===== src/rtl/multdiv_issue_ctrl_if.sv =====
// Issue/unit/writeback bundle for the mult/div sequencer.
// master = sequencer side, slave = pipeline + unit side.
interface multdiv_issue_ctrl_if #(
  parameter int DATA_W = 32,
  parameter int REG_W  = 5
);
  logic              issue_valid;
  logic              issue_op;
  logic [REG_W-1:0]  issue_rd;
  logic [DATA_W-1:0] issue_a;
  logic [DATA_W-1:0] issue_b;
  logic              issue_ready;
  logic              stall;
  logic              flush;
  logic [DATA_W-1:0] md_operandA;
  logic [DATA_W-1:0] md_operandB;
  logic              md_ctrl_MULT;
  logic              md_ctrl_DIV;
  logic [DATA_W-1:0] md_result;
  logic              md_exception;
  logic              md_resultRDY;
  logic              wb_valid;
  logic [REG_W-1:0]  wb_rd;
  logic [DATA_W-1:0] wb_data;
  logic              wb_exception;
  logic              wb_timeout;
  logic              wb_ack;

  modport master (
    input  issue_valid, issue_op, issue_rd,
    input  issue_a, issue_b, flush,
    input  md_result, md_exception, md_resultRDY,
    input  wb_ack,
    output issue_ready, stall,
    output md_operandA, md_operandB,
    output md_ctrl_MULT, md_ctrl_DIV,
    output wb_valid, wb_rd, wb_data,
    output wb_exception, wb_timeout
  );

  modport slave (
    output issue_valid, issue_op, issue_rd,
    output issue_a, issue_b, flush,
    output md_result, md_exception, md_resultRDY,
    output wb_ack,
    input  issue_ready, stall,
    input  md_operandA, md_operandB,
    input  md_ctrl_MULT, md_ctrl_DIV,
    input  wb_valid, wb_rd, wb_data,
    input  wb_exception, wb_timeout
  );
endinterface


===== src/rtl/multdiv_issue_ctrl.sv =====
// Sequencer between execute and the iterative mult/div unit.
// One op in flight; start pulse, wait, capture, writeback handshake.
module multdiv_issue_ctrl #(
  parameter int DATA_W  = 32,
  parameter int REG_W   = 5,
  parameter int LATENCY = 33,
  parameter int TIMEOUT = 40
) (
  input logic                 clk,
  input logic                 rst_n,
  multdiv_issue_ctrl_if.master bus
);

  localparam int CNT_MAX =
    (TIMEOUT > LATENCY) ? TIMEOUT : LATENCY;
  localparam int CW = $clog2(CNT_MAX + 1);
  localparam logic [CW-1:0] CNT_LAST =
    CW'(TIMEOUT - 1);
  localparam logic [CW-1:0] CNT_ONE = CW'(1);

  localparam int I_IDLE  = 0;
  localparam int I_START = 1;
  localparam int I_BUSY  = 2;
  localparam int I_DONE  = 3;
  localparam int I_DRAIN = 4;

  localparam logic [4:0] S_IDLE  = 5'b00001;
  localparam logic [4:0] S_START = 5'b00010;
  localparam logic [4:0] S_BUSY  = 5'b00100;
  localparam logic [4:0] S_DONE  = 5'b01000;
  localparam logic [4:0] S_DRAIN = 5'b10000;

  logic [4:0]        state;
  logic              op_q;
  logic [REG_W-1:0]  rd_q;
  logic [DATA_W-1:0] a_q;
  logic [DATA_W-1:0] b_q;
  logic [CW-1:0]     cnt;
  logic [DATA_W-1:0] data_q;
  logic              exc_q;
  logic              to_q;

  logic rdy;
  logic last;
  logic div_zero;

  assign rdy      = bus.md_resultRDY;
  assign last     = (cnt == CNT_LAST);
  assign div_zero = op_q & bus.md_exception;

  // Sequencer state, latched op and captured result.
  always_ff @(posedge clk or negedge rst_n) begin
    if (!rst_n) begin
      state  <= S_IDLE;
      op_q   <= 1'b0;
      rd_q   <= '0;
      a_q    <= '0;
      b_q    <= '0;
      cnt    <= '0;
      data_q <= '0;
      exc_q  <= 1'b0;
      to_q   <= 1'b0;
    end else begin
      unique case (1'b1)
        state[I_IDLE]: begin
          if (bus.issue_valid && !bus.flush) begin
            op_q  <= bus.issue_op;
            rd_q  <= bus.issue_rd;
            a_q   <= bus.issue_a;
            b_q   <= bus.issue_b;
            state <= S_START;
          end
        end
        state[I_START]: begin
          cnt   <= '0;
          state <= bus.flush ? S_DRAIN : S_BUSY;
        end
        state[I_BUSY]: begin
          if (rdy || last) begin
            data_q <= (rdy && !div_zero) ?
                      bus.md_result : '0;
            exc_q  <= rdy ? div_zero : 1'b1;
            to_q   <= ~rdy;
            state  <= bus.flush ? S_IDLE : S_DONE;
          end else begin
            cnt   <= cnt + CNT_ONE;
            state <= bus.flush ? S_DRAIN : S_BUSY;
          end
        end
        state[I_DONE]: begin
          if (bus.flush || bus.wb_ack)
            state <= S_IDLE;
        end
        state[I_DRAIN]: begin
          if (rdy || last)
            state <= S_IDLE;
          else
            cnt <= cnt + CNT_ONE;
        end
        default: state <= S_IDLE;
      endcase
    end
  end

  assign bus.issue_ready  = state[I_IDLE];
  assign bus.stall        = ~state[I_IDLE];
  assign bus.md_operandA  = a_q;
  assign bus.md_operandB  = b_q;
  assign bus.md_ctrl_MULT = state[I_START] & ~op_q;
  assign bus.md_ctrl_DIV  = state[I_START] & op_q;
  assign bus.wb_valid     = state[I_DONE];
  assign bus.wb_rd        = rd_q;
  assign bus.wb_data      = data_q;
  assign bus.wb_exception = exc_q;
  assign bus.wb_timeout   = to_q;

endmodule


===== src/flat_wrapper.sv =====
// flat-port wrapper written by rule: the top's interface ports become plain ports
module multdiv_issue_ctrl_flat 
#(
  parameter int DATA_W  = 32,
  parameter int REG_W   = 5,
  parameter int LATENCY = 33,
  parameter int TIMEOUT = 40
)
  (clk, rst_n, bus_issue_valid, bus_issue_op, bus_issue_rd, bus_issue_a, bus_issue_b, bus_flush, bus_md_result, bus_md_exception, bus_md_resultRDY, bus_wb_ack, bus_issue_ready, bus_stall, bus_md_operandA, bus_md_operandB, bus_md_ctrl_MULT, bus_md_ctrl_DIV, bus_wb_valid, bus_wb_rd, bus_wb_data, bus_wb_exception, bus_wb_timeout);
  multdiv_issue_ctrl_if #(.DATA_W(DATA_W), .REG_W(REG_W)) bus_i ();
  input logic clk;
  input logic rst_n;
  input wire logic [$bits(bus_i.issue_valid)-1:0] bus_issue_valid;
  input wire logic [$bits(bus_i.issue_op)-1:0] bus_issue_op;
  input wire logic [$bits(bus_i.issue_rd)-1:0] bus_issue_rd;
  input wire logic [$bits(bus_i.issue_a)-1:0] bus_issue_a;
  input wire logic [$bits(bus_i.issue_b)-1:0] bus_issue_b;
  input wire logic [$bits(bus_i.flush)-1:0] bus_flush;
  input wire logic [$bits(bus_i.md_result)-1:0] bus_md_result;
  input wire logic [$bits(bus_i.md_exception)-1:0] bus_md_exception;
  input wire logic [$bits(bus_i.md_resultRDY)-1:0] bus_md_resultRDY;
  input wire logic [$bits(bus_i.wb_ack)-1:0] bus_wb_ack;
  output wire logic [$bits(bus_i.issue_ready)-1:0] bus_issue_ready;
  output wire logic [$bits(bus_i.stall)-1:0] bus_stall;
  output wire logic [$bits(bus_i.md_operandA)-1:0] bus_md_operandA;
  output wire logic [$bits(bus_i.md_operandB)-1:0] bus_md_operandB;
  output wire logic [$bits(bus_i.md_ctrl_MULT)-1:0] bus_md_ctrl_MULT;
  output wire logic [$bits(bus_i.md_ctrl_DIV)-1:0] bus_md_ctrl_DIV;
  output wire logic [$bits(bus_i.wb_valid)-1:0] bus_wb_valid;
  output wire logic [$bits(bus_i.wb_rd)-1:0] bus_wb_rd;
  output wire logic [$bits(bus_i.wb_data)-1:0] bus_wb_data;
  output wire logic [$bits(bus_i.wb_exception)-1:0] bus_wb_exception;
  output wire logic [$bits(bus_i.wb_timeout)-1:0] bus_wb_timeout;
  assign bus_i.issue_valid = bus_issue_valid;
  assign bus_i.issue_op = bus_issue_op;
  assign bus_i.issue_rd = bus_issue_rd;
  assign bus_i.issue_a = bus_issue_a;
  assign bus_i.issue_b = bus_issue_b;
  assign bus_i.flush = bus_flush;
  assign bus_i.md_result = bus_md_result;
  assign bus_i.md_exception = bus_md_exception;
  assign bus_i.md_resultRDY = bus_md_resultRDY;
  assign bus_i.wb_ack = bus_wb_ack;
  assign bus_issue_ready = bus_i.issue_ready;
  assign bus_stall = bus_i.stall;
  assign bus_md_operandA = bus_i.md_operandA;
  assign bus_md_operandB = bus_i.md_operandB;
  assign bus_md_ctrl_MULT = bus_i.md_ctrl_MULT;
  assign bus_md_ctrl_DIV = bus_i.md_ctrl_DIV;
  assign bus_wb_valid = bus_i.wb_valid;
  assign bus_wb_rd = bus_i.wb_rd;
  assign bus_wb_data = bus_i.wb_data;
  assign bus_wb_exception = bus_i.wb_exception;
  assign bus_wb_timeout = bus_i.wb_timeout;
  multdiv_issue_ctrl #(.DATA_W(DATA_W), .REG_W(REG_W), .LATENCY(LATENCY), .TIMEOUT(TIMEOUT)) u_core (.clk(clk), .rst_n(rst_n), .bus(bus_i));
endmodule

===== config.mk =====
export PLATFORM = sky130hd
export DESIGN_NAME = multdiv_issue_ctrl_flat
export DESIGN_NICKNAME = d
export VERILOG_FILES = /design/src/rtl/multdiv_issue_ctrl_if.sv /design/src/rtl/multdiv_issue_ctrl.sv /design/src/flat_wrapper.sv
export SDC_FILE = /design/constraint.sdc
export NUM_CORES = 1
export LEC_CHECK = 0
export ABC_AREA = 1
export CORE_MARGIN = 4
export CORE_UTILIZATION = 44
export DETAILED_ROUTE_END_ITERATION = 8
export GPL_ROUTABILITY_DRIVEN = 1
export HOLD_SLACK_MARGIN = 0.08
export PLACE_DENSITY = 0.95
export REMOVE_ABC_BUFFERS = 1
export SETUP_SLACK_MARGIN = 0.3
export SLEW_MARGIN = 15
export SYNTH_ARGS = -nofsm -noshare
export SYNTH_HDL_FRONTEND = slang
export SYNTH_SLANG_ARGS = --single-unit

===== constraint.sdc =====
create_clock -name clk -period 3.6 [get_ports clk]
set_input_delay 0.54 -clock clk [delete_from_list [all_inputs] [get_ports clk]]
set_output_delay 0.54 -clock clk [all_outputs]
set_load 0.005 [all_outputs]

* Word-level counts from Yosys, hierarchy flattened *
Index checks and enable logic that the tools add are counted.
W data, S select, Z words.

word-level totals
  register bits = 115
  output and inout port bits = 108
  word-level logic and storage cells = 40

operators by class
  eq/ne operators = 2
  bitwise operators = 6
  add/sub/neg operators = 1
  reduce and logical (&&, ||, !) cells = 11
  multiplexer cells = 11

operators by type and width
  cell                   number
  $mux W32               1
  $pmux W5 S5            1
  $mux W5                3
  $pmux W6 S2            1
  $mux W4                2
  $add A6 B1 Y6 const B  1
  $eq A6 B6 Y1 const B   1
  $mux W6                1
  $reduce_and A2 Y1      3
  $and A1 B1 Y1          3
  $not A1 Y1             3
  $logic_and A1 B1 Y1    2
  $logic_not A1 Y1       2
  $logic_or A1 B1 Y1     2
  $mux W2                1
  $ne A2 B2 Y1 const B   1
  $reduce_bool A2 Y1     1
  $reduce_or A2 Y1       1
  $mux W1                1

* Depth between registers and ports, before layout *
  depth after elaboration = 4
  depth in mapped cells = 9
  gate-level depth less buffers = 8

* Worst setup path after synthesis *
OpenSTA, ideal clock, no wires.

  path type = register to register
  start point = register u_core.cnt[0]
  end point = register u_core.to_q (netlist: u_core.bus.wb_timeout)
  slack = 2.174 ns
  data required time = 3.464 ns
  arrival = 1.291 ns
  setup time = 0.136 ns
  stages on the path, launching flop included = 9
  clock period less this slack = 1.426 ns
  path through = dfrtp_1 > ha_1 > nand2_1 > inv_1 > nand3_2 > nand2_1 > nand2_2 > buf_2 > a21oi_1

between the ends
  longest elaborated chain between the ends = 3

ends and longest elaborated chain
  what                         RTL line                  RTL
  start, declared              multdiv_issue_ctrl.sv:38  logic [CW-1:0] cnt;
  start signal, assigned       multdiv_issue_ctrl.sv:86  cnt <= cnt + CNT_ONE;
  start signal, assigned       multdiv_issue_ctrl.sv:98  cnt <= cnt + CNT_ONE;
  $eq A6 B6 Y1                 multdiv_issue_ctrl.sv:48  assign last = (cnt == CNT_LAST);
  $logic_or A1 B1 Y1           multdiv_issue_ctrl.sv:79  if (rdy || last) begin
  $reduce_and A2 Y1 (no line)  -
  end signal, assigned         multdiv_issue_ctrl.sv:83  to_q <= ~rdy;
  end, declared                multdiv_issue_ctrl.sv:41  logic to_q;

No other way between the ends.
A chain may end at the register's enable or synchronous reset.

* Worst setup path after layout *
  start point = register u_core.state[1]
  end point = output bus_md_ctrl_MULT

between the ends
  longest elaborated chain between the ends = 1

ends and longest elaborated chain
  what                    RTL line                   RTL
  start, declared         multdiv_issue_ctrl.sv:33   logic [4:0] state;
  start signal, assigned  multdiv_issue_ctrl.sv:76   state <= bus.flush ? S_DRAIN : S_BUSY;
  start signal, assigned  multdiv_issue_ctrl.sv:84   state <= bus.flush ? S_IDLE : S_DONE;
  start signal, assigned  multdiv_issue_ctrl.sv:87   state <= bus.flush ? S_DRAIN : S_BUSY;
  $and A1 B1 Y1           multdiv_issue_ctrl.sv:109  assign bus.md_ctrl_MULT = state[I_START] & ~op_q;
  end, declared           flat_wrapper.sv:27         output wire logic [$bits(bus_i.md_ctrl_MULT)-1:0] bus_md_ctrl_MULT;

No other way between the ends.

==> results.py <==
metrics = {
    "status": {
        "outcome": "finished, final reports clean",
    },
    "synthesis": {
        "yosysMostFrequentCell": "nand2_1",
        "ys_ff_latch": 115,
        "yosys.area.top_type": "dfrtp_1",
        "synth_area_mm2": 0.00456,
        "postSynthCellCount": 527,
        "synthFlopType": "dfrtp_1",
        "synth_seq_area_share_pct": 63.2,
        "synth_area_leaders": "dfrtp_1 63%, nand2_1 25%, nand3_1 5.1%",
        "synthDistinctLibCells": 21,
        "avgSynthCellArea_um2": 8.65,
        "netlist_top_cells_count": "298 x nand2_1, 114 x dfrtp_1, 46 x nand3_1",
        "synth-edff-count": 0,
        "synthArstFlopShare_pct": 100,
        "yosysWarnings": 0,
        "synthDominantCellAreaShare_pct": 62.6,
    },
    "floorplan": {
        "dieArea_mm2": 0.0120,
        "die_h_um": 110,
        "die_width_um": 110,
        "rows": 36,
        "start_util_pct": 46.0,
        "io_pins": 217,
        "coreArea_mm2": 0.00991,
    },
    "clock_network": {
        "postCtsSetupBuffers": 0,
        "ctsResizeCount": 0,
        "cts_tree": "done",
        "cts_made_buffers": 17,
        "htreeDepth": 4,
        "clk_pin_slew_ps": 60,
        "clock-sinks": 115,
        "clk_path_buf_depth": 2,
        "clk_latency_ps": 490,
        "ctsHoldBuffers": 0,
        "clockRootBuffer": "clkbuf_8",
    },
    "setup_path": {
        "path_class": "flip-flop to output pin",
        "crit_chain": "inv_1 > nor2_1 > clkdlybuf4s50_1",
        "arrival_ps": 1590,
        "cpPeakStageDelay_ps": 520,
        "critPathMaxFanout": 4,
        "startpoint_type": "flip-flop",
        "slowest_stage": "clkdlybuf4s50_1",
        "crit_required_ps": 3060,
        "cp-end-kind": "output pin",
    },
    "placement": {
        "portBuffers": 216,
        "dp.cells": 857,
        "place_congestion": 0.811,
        "dp_hpwl_mm": 9.35,
        "place_area_mm2": 0.00683,
    },
    "drt": {
        "vias": 4323,
        "dr.first_iter.drc_count": 331,
        "drc": 0,
        "dr.pass1.iters": 5,
        "wl_per_cell_um": 14.9,
        "totalWireLength_mm": 13.2,
        "routed_via_density": 4.87,
        "ant_nets": 0,
    },
    "global_route": {
        "grt_max_degree": 72,
        "grt_first_pass_wirelength_mm": 20.9,
        "grt_pass1_vias": 4404,
        "antenna_found_initial": 0,
        "grt.overflow.total": 0,
        "grt_use_total_pct": 22.1,
    },
    "cells_and_area": {
        "diodes": 0,
        "finalInstanceArea_mm2": 0.00742,
        "final_cells": 888,
        "syn_to_final_growth_pct": 62.8,
        "fin_nets": 853,
        "drive_gt1_share_pct": 5.43,
    },
    "timing": {
        "fmax_ghz": 0.470,
        "period_needed_ps": 2130,
        "setup-violations-final": 0,
        "rsz0062_at_grt": "no",
        "skew_ps": 6.72,
        "slew_violations": 0,
        "hold_viol": 0,
        "max-slew-margin-rel_pct": 27.4,
        "worst_pin_slew_ps": 1090,
        "finalSetupTns_ps": 0,
        "min_period_over_period_pct": 59.1,
    },
    "pwr": {
        "power_frac_seq_pct": 37.2,
        "p_int_mw": 4.16,
        "power.switching_mw": 1.69,
        "p_comb_share_pct": 34.6,
        "leakagePower_nw": 3.68,
        "ir_drop_mv": 0.475,
        "p_per_area_mw_per_mm2": 789,
        "power_frac_clock_pct": 28.2,
        "switching_share_pct": 28.9,
    },
    "run": {
        "cap_violations": 0,
    },
    "min_path": {
        "min_path_type": "input pin to async pin",
    },
}
-- state kept, by name, summed over array words and instances (netlist names) --
signal / flops
u_core.op_q: 1
u_core.cnt: 6
u_core.state: 5
u_core.bus.wb_exception: 1
u_core.bus.wb_timeout: 1
u_core.bus.md_operandB: 32
u_core.bus.wb_data: 32
u_core.bus.md_operandA: 32
u_core.bus.wb_rd: 5
-- layer usage --
| layer | vias up | wire [um] | track usage [%] |
|---|---|---|---|
| met3 | 12 | 1260 | 8.28 |
| met2 | 199 | 6640 | 37.8 |
| li1 | 2056 | - | - |
| met5 | - | 0 | 0 |
| met1 | 2056 | 5200 | 25.8 |
| met4 | 0 | 142 | 7.03 |
-- final cells by class --
class,count,area [um2]
tap,133,166
fill,671,2490
multi-input combinational,370,1510
inverter,19,71.3
sequential,115,2880
timing repair buffer,220,2200
clock inverter,9,129
clock buffer,22,463
-- stage by stage --
stage	setup WS, ps	hold WS (ps)	total power, mW	util (%)
2_1_floorplan	629	244	2.74	-
3_3_place_gp	1320	452	4.11	68.9
3_5_place_dp	1220	458	4.22	68.9
4_1_cts	1440	124	5.91	74.9
5_1_grt	1380	152	6.22	74.9
6_report	1470	117	5.85	74.9
-- power groups by stage --
stage | Sequential (mW) | Clock, mW | Combinational, mW
2_1_floorplan | 2.19 | 0 | 0.549
3_3_place_gp | 2.15 | 0 | 1.96
3_5_place_dp | 2.17 | 0 | 2.04
4_1_cts | 2.17 | 1.68 | 2.06
5_1_grt | 2.24 | 1.75 | 2.23
6_report | 2.17 | 1.65 | 2.03
-- cells by family (layout without fill, tap and decap cells) --
logic type      after synthesis  in the layout  synth area share, %
flops                       115            115                 63.2
compound gates               10             10                 1.15
fa+ha+maj                     1              1                0.275
buf+inv                      42            270                 3.73
simple gates                358            358                 31.5
xor+xnor                      1              1                0.192
-- cell usage in the layout, fill, tap and decap left out, drive strengths merged, types with 2 or more instances in the layout --
master,instances
nand3,48
nand2,299
nor3,3
o21ai,4
clkbuf,22
buf,5
a21oi,5
nor2,7
dfrtp,114
clkinv,5
bufinv,3
clkinvlp,2
clkdlybuf4s50,215
inv,18
-- path summary, 6_finish.rpt --
kind	cells past startpoint	to	slack [ps]	from
worst max-delay path	3	bus_md_ctrl_MULT	1470	u_core.state[1]
worst min-delay path	1	u_core.state[3]	120	rst_n
worst max register to register	7	u_core.bus.wb_exception	1750	u_core.cnt[0]
worst min register to register	2	u_core.bus.md_operandB[28]	470	u_core.bus.md_operandB[28]
max in group asynchronous	2	u_core.bus.md_operandB[1]	2720	rst_n
min in group clk	2	u_core.bus.md_operandB[28]	470	u_core.bus.md_operandB[28]
-- critical path: cells and delay by family, from the launching register on --
family	cells	cell delay (ps)
buffers and inverters	2	620
AND/OR/NAND/NOR	1	110
flip-flops	1	360
Power figures use the tool's default switching activity.
